===== src/rtl/arb_pkg.sv =====
// Shared types and helpers for the round-robin stream arbiter.
//   arb_state_e : arbiter FSM state (IDLE = choosing a source, GRANT = streaming)
//   SRC_W/CNT_W : source-index and beat-counter widths for the default configuration
//   rr_pick     : rotating-priority search over up to MAX_SRC request bits
package arb_pkg;

  typedef enum logic {
    IDLE  = 1'b0,
    GRANT = 1'b1
  } arb_state_e;

  localparam int MAX_SRC       = 8;
  localparam int DEF_NUM_SRC   = 4;
  localparam int DEF_BURST_MAX = 8;
  localparam int SRC_W         = $clog2(DEF_NUM_SRC);
  localparam int CNT_W         = $clog2(DEF_BURST_MAX + 1);

  // Returns {found, index}: the first set bit of req[n-1:0] searching upward
  // from ptr and wrapping modulo n. The loop runs high-to-low so the closest
  // candidate to ptr is the last one written and therefore wins.
  function automatic logic [3:0] rr_pick(input logic [MAX_SRC-1:0] req,
                                         input logic [2:0]         ptr,
                                         input int                 n);
    logic [3:0] res;
    logic [2:0] i3;
    int         idx;
    res = '0;
    for (int k = MAX_SRC - 1; k >= 0; k--) begin
      if (k < n) begin
        idx = (int'(ptr) + k) % n;
        i3  = idx[2:0];
        if (req[i3]) res = {1'b1, i3};
      end
    end
    return res;
  endfunction

endpackage


===== src/rtl/stream_reg_slice.sv =====
// One-entry registered stage for a valid/ready stream.
//   clk, rst_n          : clock, asynchronous active-low reset
//   in_valid/in_ready   : upstream handshake, in_data captured when both high
//   out_valid/out_ready : downstream handshake, out_data held while out_valid && !out_ready
// Handshake rule: a beat moves when valid && ready on the same rising edge;
// valid never depends on ready, ready may depend on the downstream ready.
module stream_reg_slice #(
  parameter int W = 8
) (
  input  logic         clk,
  input  logic         rst_n,
  input  logic         in_valid,
  output logic         in_ready,
  input  logic [W-1:0] in_data,
  output logic         out_valid,
  input  logic         out_ready,
  output logic [W-1:0] out_data
);

  // The register may be reloaded when it is empty or being drained this cycle.
  assign in_ready = !out_valid || out_ready;

  always_ff @(posedge clk or negedge rst_n) begin
    if (!rst_n) begin
      out_valid <= 1'b0;
      out_data  <= '0;
    end else if (in_ready) begin
      out_valid <= in_valid;
      if (in_valid) out_data <= in_data;
    end
  end

endmodule


===== src/rtl/rr_stream_arbiter.sv =====
// Round-robin arbiter sharing one registered valid/ready sink among NUM_SRC sources.
//   clk, rst_n       : clock, asynchronous active-low reset
//   s_data/s_valid   : packed per-source data (source i at [i*DATA_W +: DATA_W]) and valids
//   s_ready          : per-source ready, at most one bit high (the granted source)
//   m_data/m_valid   : registered output beat, m_ready is the downstream ready
//   m_src            : index of the source that produced m_data
//   busy             : FSM state view, high while in GRANT
// Handshake rule: a beat moves when valid && ready on the same rising edge;
// valid never depends on ready, ready may depend on the downstream ready.
module rr_stream_arbiter
  import arb_pkg::*;
#(
  parameter int NUM_SRC   = DEF_NUM_SRC,
  parameter int DATA_W    = 32,
  parameter int BURST_MAX = DEF_BURST_MAX
) (
  input  logic                        clk,
  input  logic                        rst_n,
  input  logic [NUM_SRC*DATA_W-1:0]   s_data,
  input  logic [NUM_SRC-1:0]          s_valid,
  output logic [NUM_SRC-1:0]          s_ready,
  output logic [DATA_W-1:0]           m_data,
  output logic                        m_valid,
  input  logic                        m_ready,
  output logic [$clog2(NUM_SRC)-1:0]  m_src,
  output logic                        busy
);

  localparam int IW = $clog2(NUM_SRC);
  localparam int BW = $clog2(BURST_MAX + 1);
  localparam int SW = DATA_W + IW;

  arb_state_e         state, state_nxt;
  logic [IW-1:0]      gnt_idx, gnt_nxt;
  logic [IW-1:0]      rr_ptr, rr_nxt, gnt_inc;
  logic [BW-1:0]      beat_cnt, cnt_nxt;
  logic [MAX_SRC-1:0] req_pad;
  logic [3:0]         pick;
  logic               load_en, gnt_valid, take, last_beat;
  logic [DATA_W-1:0]  sel_data;
  logic [SW-1:0]      slice_out;

  always_comb begin
    req_pad = '0;
    req_pad[NUM_SRC-1:0] = s_valid;
  end

  assign pick      = rr_pick(req_pad, 3'(rr_ptr), NUM_SRC);
  assign gnt_valid = s_valid[gnt_idx];
  assign gnt_inc   = (gnt_idx == IW'(NUM_SRC - 1)) ? '0 : gnt_idx + IW'(1);
  assign last_beat = (int'(beat_cnt) + 1 == BURST_MAX);
  assign take      = (state == GRANT) && gnt_valid && load_en;
  assign busy      = (state == GRANT);

  // Ready follows load_en, so it is combinational from m_ready. It is not
  // gated by the granted source's valid; a dropped valid simply moves nothing.
  always_comb begin
    s_ready = '0;
    if (state == GRANT && load_en) s_ready[gnt_idx] = 1'b1;
  end

  // Only the granted source's data ever reaches the output register.
  always_comb begin
    sel_data = '0;
    for (int i = 0; i < NUM_SRC; i++) begin
      if (gnt_idx == IW'(i)) sel_data = s_data[i*DATA_W +: DATA_W];
    end
  end

  always_comb begin
    state_nxt = state;
    gnt_nxt   = gnt_idx;
    rr_nxt    = rr_ptr;
    cnt_nxt   = beat_cnt;
    case (state)
      IDLE: begin
        if (pick[3]) begin
          state_nxt = GRANT;
          gnt_nxt   = IW'(pick[2:0]);
          cnt_nxt   = '0;
        end
      end
      GRANT: begin
        if (!gnt_valid) begin
          // Source abandoned its burst: give the next source priority.
          state_nxt = IDLE;
          rr_nxt    = gnt_inc;
        end else if (load_en) begin
          if (last_beat) begin
            state_nxt = IDLE;
            rr_nxt    = gnt_inc;
            cnt_nxt   = '0;
          end else begin
            cnt_nxt = beat_cnt + BW'(1);
          end
        end
      end
      default: state_nxt = IDLE;
    endcase
  end

  always_ff @(posedge clk or negedge rst_n) begin
    if (!rst_n) begin
      state    <= IDLE;
      gnt_idx  <= '0;
      rr_ptr   <= '0;
      beat_cnt <= '0;
    end else begin
      state    <= state_nxt;
      gnt_idx  <= gnt_nxt;
      rr_ptr   <= rr_nxt;
      beat_cnt <= cnt_nxt;
    end
  end

  // Source index travels with the data so m_src always matches m_data.
  stream_reg_slice #(.W(SW)) u_out (
    .clk       (clk),
    .rst_n     (rst_n),
    .in_valid  (take),
    .in_ready  (load_en),
    .in_data   ({gnt_idx, sel_data}),
    .out_valid (m_valid),
    .out_ready (m_ready),
    .out_data  (slice_out)
  );

  assign {m_src, m_data} = slice_out;

endmodule


===== config.mk =====
export PLATFORM = sky130hd
export DESIGN_NAME = rr_stream_arbiter
export DESIGN_NICKNAME = d
export VERILOG_FILES = /design/src/rtl/arb_pkg.sv /design/src/rtl/stream_reg_slice.sv /design/src/rtl/rr_stream_arbiter.sv
export SDC_FILE = /design/constraint.sdc
export NUM_CORES = 1
export LEC_CHECK = 0
export CORE_ASPECT_RATIO = 0.8
export CORE_MARGIN = 4
export CORE_UTILIZATION = 41
export CTS_CLUSTER_DIAMETER = 120
export DETAILED_ROUTE_END_ITERATION = 16
export PLACE_DENSITY = 0.9
export SLEW_MARGIN = 20
export SYNTH_ARGS = -nofsm -noshare
export SYNTH_HDL_FRONTEND = slang
export SYNTH_SLANG_ARGS = --single-unit

===== constraint.sdc =====
create_clock -name clk -period 3.65 [get_ports clk]
set_input_delay 0.73 -clock clk [delete_from_list [all_inputs] [get_ports clk]]
set_output_delay 0.73 -clock clk [all_outputs]
set_load 0.01 [all_outputs]

; ---- Word level (Yosys, flattened, before mapping)
; Cells that the tools add are included.
[totals]
ff_bits = 44
input_bits = 135
output_inout_bits = 40
elab_cells = 80
[classes]
addsub = 6
magnitude_cmp = 6
n_eq_ne = 9
n_mux = 35
n_bitwise = 4
reduce_logical = 14
[ops]
columns = op, n
row1 = 2-to-1 mux 32 bit, 4
row2 = 2-to-1 mux 4 bit, 9
row3 = < comparator 3 x 4 -> 1 bit (second input constant), 3
row4 = 2-to-1 mux 1 bit, 10
row5 = binary-select mux 1 bit (select 3 bit), 3
row6 = 2-to-1 mux 2 bit, 4
row7 = one-hot mux 4 bit (2 select lines), 1
row8 = != test 2 x 1 -> 1 bit (second input constant), 3
row9 = AND reduction 3 bit, 2
row10 = OR reduction 2 bit, 3
row11 = adder 4 x 1 -> 5 bit (second input constant), 1
row12 = equality test 5 x 4 -> 1 bit (second input constant), 1
row13 = adder 2 x 1 -> 2 bit (second input constant), 2
row14 = adder 2 bit (second input constant), 2
row15 = adder 4 x 1 -> 4 bit (second input constant), 1
row16 = binary-select mux 1 bit (select 2 bit), 2
row17 = equality test 2 bit (second input constant), 2
row18 = logical AND 1 bit, 4
row19 = < comparator 2 x 4 -> 1 bit (second input constant), 1
row20 = != test 2 bit (second input constant), 2
row21 = AND reduction 2 bit, 2
row22 = AND 1 bit (first input constant), 3
row23 = < comparator 2 x 3 -> 1 bit (second input constant), 1
row24 = demux 1 bit (select 2 bit), 1
row25 = 7 further kinds, 7

; ---- Longest topological paths before layout
; Gate-level depths: netlist of the first run.
[depth]
ltp_word = 11
mapped_depth = 8
mapped_depth_nobuf = 6

; ---- Hierarchy
; From an unflattened synthesis of the first run, not the netlist that was laid out.
[hier_totals]
hier_cells = 283
area_unflattened_um2 = 2987.9
[by_module_without_submodules]
columns = mod, instances, cells_per_inst, area_per_inst_um2, seq_area_each_um2
row1 = rr_stream_arbiter, 1, 208, 1524.0, 225.2
row2 = stream_reg_slice, 1, 75, 1463.9, 875.8

; ---- Worst setup path before layout of the first run
; No wires, ideal clock.
[synth_timing]
path_kind = register to output
start = reg gnt_idx[0]
end = out s_ready[2]
arrival_time_ns = 1.451
t_required_ns = 2.920
path_slack_ns = 1.469
stages_incl_launch_ff = 6
n_path_buf = 2
path_cell_list = dfrtp_1 inv_1 ha_1 clkbuf_1 clkbuf_1 and3_1
[synth_via]
elab_chain_len = 5
elab_cells_between_ends = 6
cone_classes = 2 x order compare / 3 x mux / 1 x reduce/logical
[synth_rtl]
columns = item, line_no
row1 = "start, declared", rr_stream_arbiter.sv:34  ; logic [IW-1:0] gnt_idx, gnt_nxt;
row2 = "start signal, assigned", rr_stream_arbiter.sv:110  ; gnt_idx <= gnt_nxt;
row3 = < comparator 2 x 3 -> 1 bit (not written as such) / greater-or-equal comparator 2 x 1 -> 1 bit (equally long branches), rr_stream_arbiter.sv:59  ; if (state == GRANT && load_en) s_ready[gnt_idx] = 1'b1;
row4 = logical AND 1 bit (not written as such), rr_stream_arbiter.sv:59
row5 = 2-to-1 mux 1 bit (not written as such), rr_stream_arbiter.sv:59
row6 = demux 1 bit (select 2 bit) *, rr_stream_arbiter.sv:59
row7 = 2-to-1 mux 4 bit *, rr_stream_arbiter.sv:59
row8 = "end, declared", rr_stream_arbiter.sv:21  ; output logic [NUM_SRC-1:0] s_ready,
; Mark *: on every way between the ends. The rest lies on a longest branch, timed or not.

; ---- Worst setup path after layout of the first run
[layout_timing]
start = in m_ready
end = out s_ready[3]
[layout_via]
elab_chain_len = 3
[layout_rtl]
columns = item, line_no
row1 = "start, declared", rr_stream_arbiter.sv:24  ; input logic m_ready,
row2 = logical OR 1 bit, stream_reg_slice.sv:21  ; assign in_ready = !out_valid || out_ready;
row3 = logical AND 1 bit, rr_stream_arbiter.sv:59
row4 = 2-to-1 mux 4 bit, rr_stream_arbiter.sv:59
; No other way between the ends.

==> results of run 1 <==
-- cell usage in the layout, fill, tap and decap left out, types with 7 or more instances in the layout --
cell / count
dfrtp_1: 44
nor2_2: 29
o21ai_0: 37
nor2_1: 39
nand3_1: 9
a21oi_1: 67
clkdlybuf4s50_1: 173
nand2_1: 40
a221oi_1: 32
buf_4: 7
inv_1: 37
-- area by class of cell --
cell class	count	share of cell area (%)
inverter	37	2.89
clock inverter	1	0.156
sequential	44	22.9
tap	87	2.26
timing repair buffer	180	37.1
clock buffer	7	1.79
multi-input combinational	279	32.9
-- flip-flops by register name, indices dropped and copies added, names as in the netlist --
signal,count
beat_cnt,4
busy,1
gnt_idx,2
rr_ptr,2
u_out.out_data,34
u_out.out_valid,1
-- cells by family after synthesis --
logic type                 Yosys count  synth area share [%]
muxes                                5                  2.18
DFF                                 44                  37.0
AOI/OAI and AO/OA                  141                  28.5
and+or+nand+nor                    128                  20.1
buffers and inverters               71                  10.1
adders and majority gates            5                  2.10
-- metal layers --
layer / part of all wire, % / track usage [%] / vias up
met1: 40 / 27.5 / 1600
met3: 9.6 / 6.98 / 8
met5: 0 / 0 / -
met2: 49 / 40.0 / 145
li1: - / - / 1668
met4: 1.1 / 4.94 / 0
-- cells in the mapped netlist (all sizes together) --
cell type / n / area, um^2
a21oi: 67 / 335
a221oi: 32 / 280
a32o: 1 / 10.0
and3: 5 / 31.3
buf: 10 / 72.6
clkbuf: 24 / 90.1
dfrtp: 44 / 1100
ha: 5 / 62.6
inv: 37 / 139
mux2: 2 / 22.5
mux2i: 2 / 20.0
mux4: 1 / 22.5
nand2: 40 / 150
nand2b: 2 / 12.5
nand3: 9 / 45.0
nand3b: 2 / 15.0
nor2: 68 / 328
nor4bb: 1 / 10.0
o21a: 1 / 7.51
o21ai: 37 / 185
o22ai: 1 / 6.26
o41ai: 2 / 25.0
or4: 1 / 7.51
-- power groups by stage --
| stage | Sequential [W] | Clock [W] | Combinational (W) |
|---|---|---|---|
| after floorplan | 0.00101 | 0 | 0.00131 |
| after global placement | 0.000936 | 0 | 0.00219 |
| after detailed placement | 0.000944 | 0 | 0.00228 |
| after CTS | 0.000940 | 0.000327 | 0.00229 |
| after global routing | 0.000976 | 0.000349 | 0.00251 |
| final | 0.000940 | 0.000313 | 0.00227 |
-- through the flow --
| stage | utilization (%) | area, um^2 | hold slack (ns) | std cells | worst slack, ns |
|---|---|---|---|---|---|
| after CTS | 69.1 | 4810 | 0.521 | 635 | 0.765 |
| after floorplan | - | 2980 | 0.434 | 394 | 1.47 |
| final | 69.1 | 4810 | 0.419 | 635 | 0.751 |
| after global placement | 67.8 | 4720 | 0.489 | 627 | 0.785 |
| after detailed placement | 67.8 | 4720 | 0.503 | 627 | 0.771 |
| after global routing | 69.1 | 4810 | 0.456 | 635 | 0.685 |
-- path summary, 6_finish.rpt --
kind	startpoint	endpoint	slack (ns)	cells after the start
max in group asynchronous	rst_n	u_out.out_data[27]$_DFFE_PN0P_	2.84	1
worst max register to register	gnt_idx[1]$_DFFE_PN0P_	beat_cnt[2]$_DFFE_PN0P_	1.58	4
worst min register to register	u_out.out_data[24]$_DFFE_PN0P_	u_out.out_data[24]$_DFFE_PN0P_	0.51	2
worst min-delay path	rst_n	gnt_idx[0]$_DFFE_PN0P_	0.42	1
worst max-delay path	m_ready	s_ready[3]	0.75	4
min in group clk	u_out.out_data[24]$_DFFE_PN0P_	u_out.out_data[24]$_DFFE_PN0P_	0.51	2
==> metrics, run 1 <==
DRT antenna net count 0; post-synthesis cell area between 0.002 and 0.003 mm^2; Clock Tree Buf Depth 2; clk slew on worst S/H paths ~0.08 ns; die height 84.2 um; via count approximately 3400; CP Launch Type input port; status finished, final reports clean; Worst EP arrival between 2 and 2.5 ns; clk sinks 44; delay-heaviest family, CP buffers and inverters; syn_nets between 500 and 600; Die Wd ~100 um; initial core utilization a little over two fifths; IO Port Bufs 174; leakage slightly below 2 nW; area of the die between 0.008 and 0.009 mm^2; vias in the first global route 3316; fillcell total 570; GP Congestion ~0.86; Switching Fraction around 45%; Critical Path Sink Type output port; min Tclk post-route around 2.9 ns; Core Box Area just under 0.007 mm^2; drt first pass iters 5; worst setup path category input port to output port; num rows 27; Root Buffer clkbuf_8; share of cells above drive strength 1 9.31%; vias per inst about 5.4; CTS tree yes; Logic pwr share 64.4%; Switch Pwr around 0.0016 W; Final setup violation count 0; htree depth 2; post-synth cell types 27; postcts setup bufs 0; area growth from synthesis to layout 61.5%; number of I/O pins ~180; Worst-Skew Late Latency 0.29 ns; max cap viols 0; worst-path cell chain clkdlybuf4s50_1, nand2b_1, and3_1, clkdlybuf4s50_1; part of the power in the clock network just under 9%; initial antenna violation count 0; relative slew slack approximately 36%; Slew @ Worst Pin approximately 0.97 ns; first-iteration detailed-routing DRC count ~120; critical path's most frequent cell clkdlybuf4s50_1; CP bufs+invs 2; Slowest-stage cell, CP clkdlybuf4s50_1; sequential share of the synthesized area a little under two fifths; Int Power between 0.0015 and 0.002 W; RSZ-0062 raised after global routing false; FF+latch count, synth 44; Layout Skew just over 0.008 ns; Total Wirelength around 10 mm; Mean Syn Cell Area ~7.6 um^2; DRC Markers 0; # resized after CTS 0; Max Fclk 0.345 GHz; Peak supply drop ~0.66 mV; Multi-input gate area about 0.0016 mm^2; remaining global-route overflow 0; setup_tns 0 ns; Total GRT Usage between 20% and 30%; CTS hold repair buffers 0; first-pass GRT wire length around 16 mm; Final Total Pwr between 0.003 and 0.004 W; largest net degree at the start of global routing between 60 and 70; DR WL/cell about 16 um; Req. time, crit path between 2 and 3 ns; NumNets Final around 690; worst-path fanout max 9; yosys warns 0; Worst path max stage delay about 0.54 ns; Gate Count Post-Synth around 390; cell area power density around 730 mW/mm^2; Antenna diodes 0; Hold Path Class input port to async pin; Max Slew Vio Count 0; CTS buffer count 5; detailed placer's ending HPWL about 7.6 mm; Final period util 79.4%; register area 0.00110 mm^2; Seq pwr share 26.7%; Fin. Hold Viols 0
Power figures use the tool's default switching activity.
==> run 2, diff against run 1 <==
--- a/config.mk
+++ b/config.mk
@@ -7,10 +7,10 @@
 export LEC_CHECK = 0
 export CORE_ASPECT_RATIO = 0.8
 export CORE_MARGIN = 4
-export CORE_UTILIZATION = 41
+export CORE_UTILIZATION = 38
 export CTS_CLUSTER_DIAMETER = 120
 export DETAILED_ROUTE_END_ITERATION = 16
-export PLACE_DENSITY = 0.9
+export PLACE_DENSITY = 0.85
 export SLEW_MARGIN = 20
 export SYNTH_ARGS = -nofsm -noshare
 export SYNTH_HDL_FRONTEND = slang
==> constraint.sdc (replaced) <==
create_clock -name clk -period 2.98 [get_ports clk]
set_input_delay 0.596 -clock clk [delete_from_list [all_inputs] [get_ports clk]]
set_output_delay 0.596 -clock clk [all_outputs]
set_load 0.01 [all_outputs]
==> run 2 against run 1 <==
  * Die area grew 7.2%
  * Via count rose by 2.0%
  * Non-clock buffer count grew 2
  * Critical path type is now flip-flop to output port
  * Largest power group unchanged
==> metrics, run 2 (synthesis gave the netlist of run 1 again) <==
GP Congestion ~0.85; Worst EP arrival 2.15 ns; min Tclk post-route around 2.7 ns; worst setup path category flip-flop to output port; Max Slew Vio Count 0; CTS tree yes; DRT antenna net count 0; DR WL/cell 16.4 um; Die Wd between 100 and 150 um; Slew @ Worst Pin around 0.85 ns; area of the die a little over 0.009 mm^2; htree depth 2; setup_tns 0 ns; Slowest-stage cell, CP clkdlybuf4s50_1; final core occ roughly 65%; status finished, final reports clean; clk sinks between 40 and 50; die height between 80 and 90 um; Worst-Skew Late Latency around 0.3 ns; initial antenna violation count 0; remaining global-route overflow 0; NumNets Final 689; initial core utilization approximately two fifths; Req. time, crit path 2.38 ns; drt first pass iters 4; num rows 28; Total GRT Usage 22.0%; Final setup violation count 0; Core Box Area around 0.0075 mm^2; most frequent cells in the layout 173 x clkdlybuf4s50_1, 67 x a21oi_1, 44 x dfrtp_1; Clock Tree Buf Depth 2; Largest regs u_out.out_data: 34 flops, beat_cnt: 4 flops; Antenna diodes 0; clk slew on worst S/H paths 0.08 ns; CTS hold repair buffers 0; relative slew slack between 40 and 50%; DP Area between 0.004 and 0.005 mm^2; Final period util ~92%; largest net degree at the start of global routing 66; Final Cell Area 0.00489 mm^2; setup slack after layout 0.238 ns; Max Fclk ~0.36 GHz; Hold WS between 0.2 and 0.3 ns; Root Buffer clkbuf_8; Layout Skew 0.00740 ns; commonest non-fill, non-tap cell in the layout clkdlybuf4s50_1; max FFs per register 34; first-iteration detailed-routing DRC count 210; CP Launch Type flip-flop; worst-path fanout max 22; vias per inst between 5 and 6; Largest Register u_out.out_data; Worst path max stage delay between 0.5 and 0.6 ns; DRC Markers 0; number of I/O pins between 150 and 200; postcts setup bufs 0; IO Port Bufs 174; Total Wirelength about 11 mm; worst-path cell chain inv_1, ha_2, and3_1, clkdlybuf4s50_1; via count between 3000 and 4000; # resized after CTS 0; Hold Path Class input port to async pin; Critical Path Sink Type output port; area growth from synthesis to layout 64.2%; pre-CTS setup slack about 0.33 ns; share of cells above drive strength 1 approximately a tenth; leakage approximately 2.0 nW; first-pass GRT wire length roughly 16 mm; Peak supply drop 0.899 mV; fillcell total about 640; vias in the first global route about 3400; max cap viols 0; RSZ-0062 raised after global routing false; cell area power density roughly 900 mW/mm^2; CTS buffer count 5; Fin. Hold Viols 0; detailed placer's ending HPWL approximately 8.0 mm
==> run 2: changes by cell type in the layout (fill, tap and decap cells not counted) <==
cell,previous run,this run
buf_4,7,6
clkinv_2,0,2
nand3_1,9,8
buf_12,0,3
clkbuf_1,1,0
clkinvlp_4,1,0
nand3_2,0,1
==> run 2: per-stage QoR <==
stage               power [W]  std cells
finish                0.00442        655
global route          0.00478        655
CTS                   0.00445        655
detailed placement    0.00405        647
global placement      0.00396        647
floorplan             0.00284        394
==> run 2: where the power goes <==
part	total, W	internal [W]	leakage (nW)	switching [W]
sequential	0.00115	0.000905	0.513	0.000247
combinational	0.00288	0.00135	1.44	0.00153
clock	0.000387	0.000185	0.0510	0.000202
==> run 2: worst max-delay path: cells and delay by family, from the launching register on <==
kind,cells,cell delay (ns)
flip-flops,1,0.48
AND/OR/NAND/NOR,1,0.23
adder cells (fa/ha/maj),1,0.48
buffers and inverters,2,0.66
==> run 2: layout make-up <==
class / count / area, um^2 / share of cell area [%]
Clock buffer: 6 / 82.6 / 1.69
Clock inverter: 2 / 10.0 / 0.205
Inverter: 37 / 139 / 2.84
Multi-Input combinational cell: 279 / 1590 / 32.5
Sequential cell: 44 / 1100 / 22.5
Tap cell: 105 / 131 / 2.69
Timing Repair Buffer: 182 / 1840 / 37.6
==> run 2: worst paths after layout <==
path | from | end | slack, ns | depth (start not counted)
setup / recovery | gnt_idx[1]$_DFFE_PN0P_ | s_ready[1] | 0.24 | 4
hold / removal | rst_n | u_out.out_data[1]$_DFFE_PN0P_ | 0.28 | 1
setup reg to reg | gnt_idx[1]$_DFFE_PN0P_ | u_out.out_data[4]$_DFFE_PN0P_ | 0.96 | 6
hold reg to reg | u_out.out_data[33]$_DFFE_PN0P_ | u_out.out_data[33]$_DFFE_PN0P_ | 0.49 | 2
max in group asynchronous | rst_n | u_out.out_data[16]$_DFFE_PN0P_ | 2.31 | 1
min in group clk | u_out.out_data[33]$_DFFE_PN0P_ | u_out.out_data[33]$_DFFE_PN0P_ | 0.49 | 2
==> run 2: layer usage <==
metal	global-route usage (%)	routed length, um	vias up
met3	5.78	927	8
met4	4.18	85	0
li1	-	-	1665
met5	0	0	-
met1	27.4	4530	1668
met2	39.0	5200	149
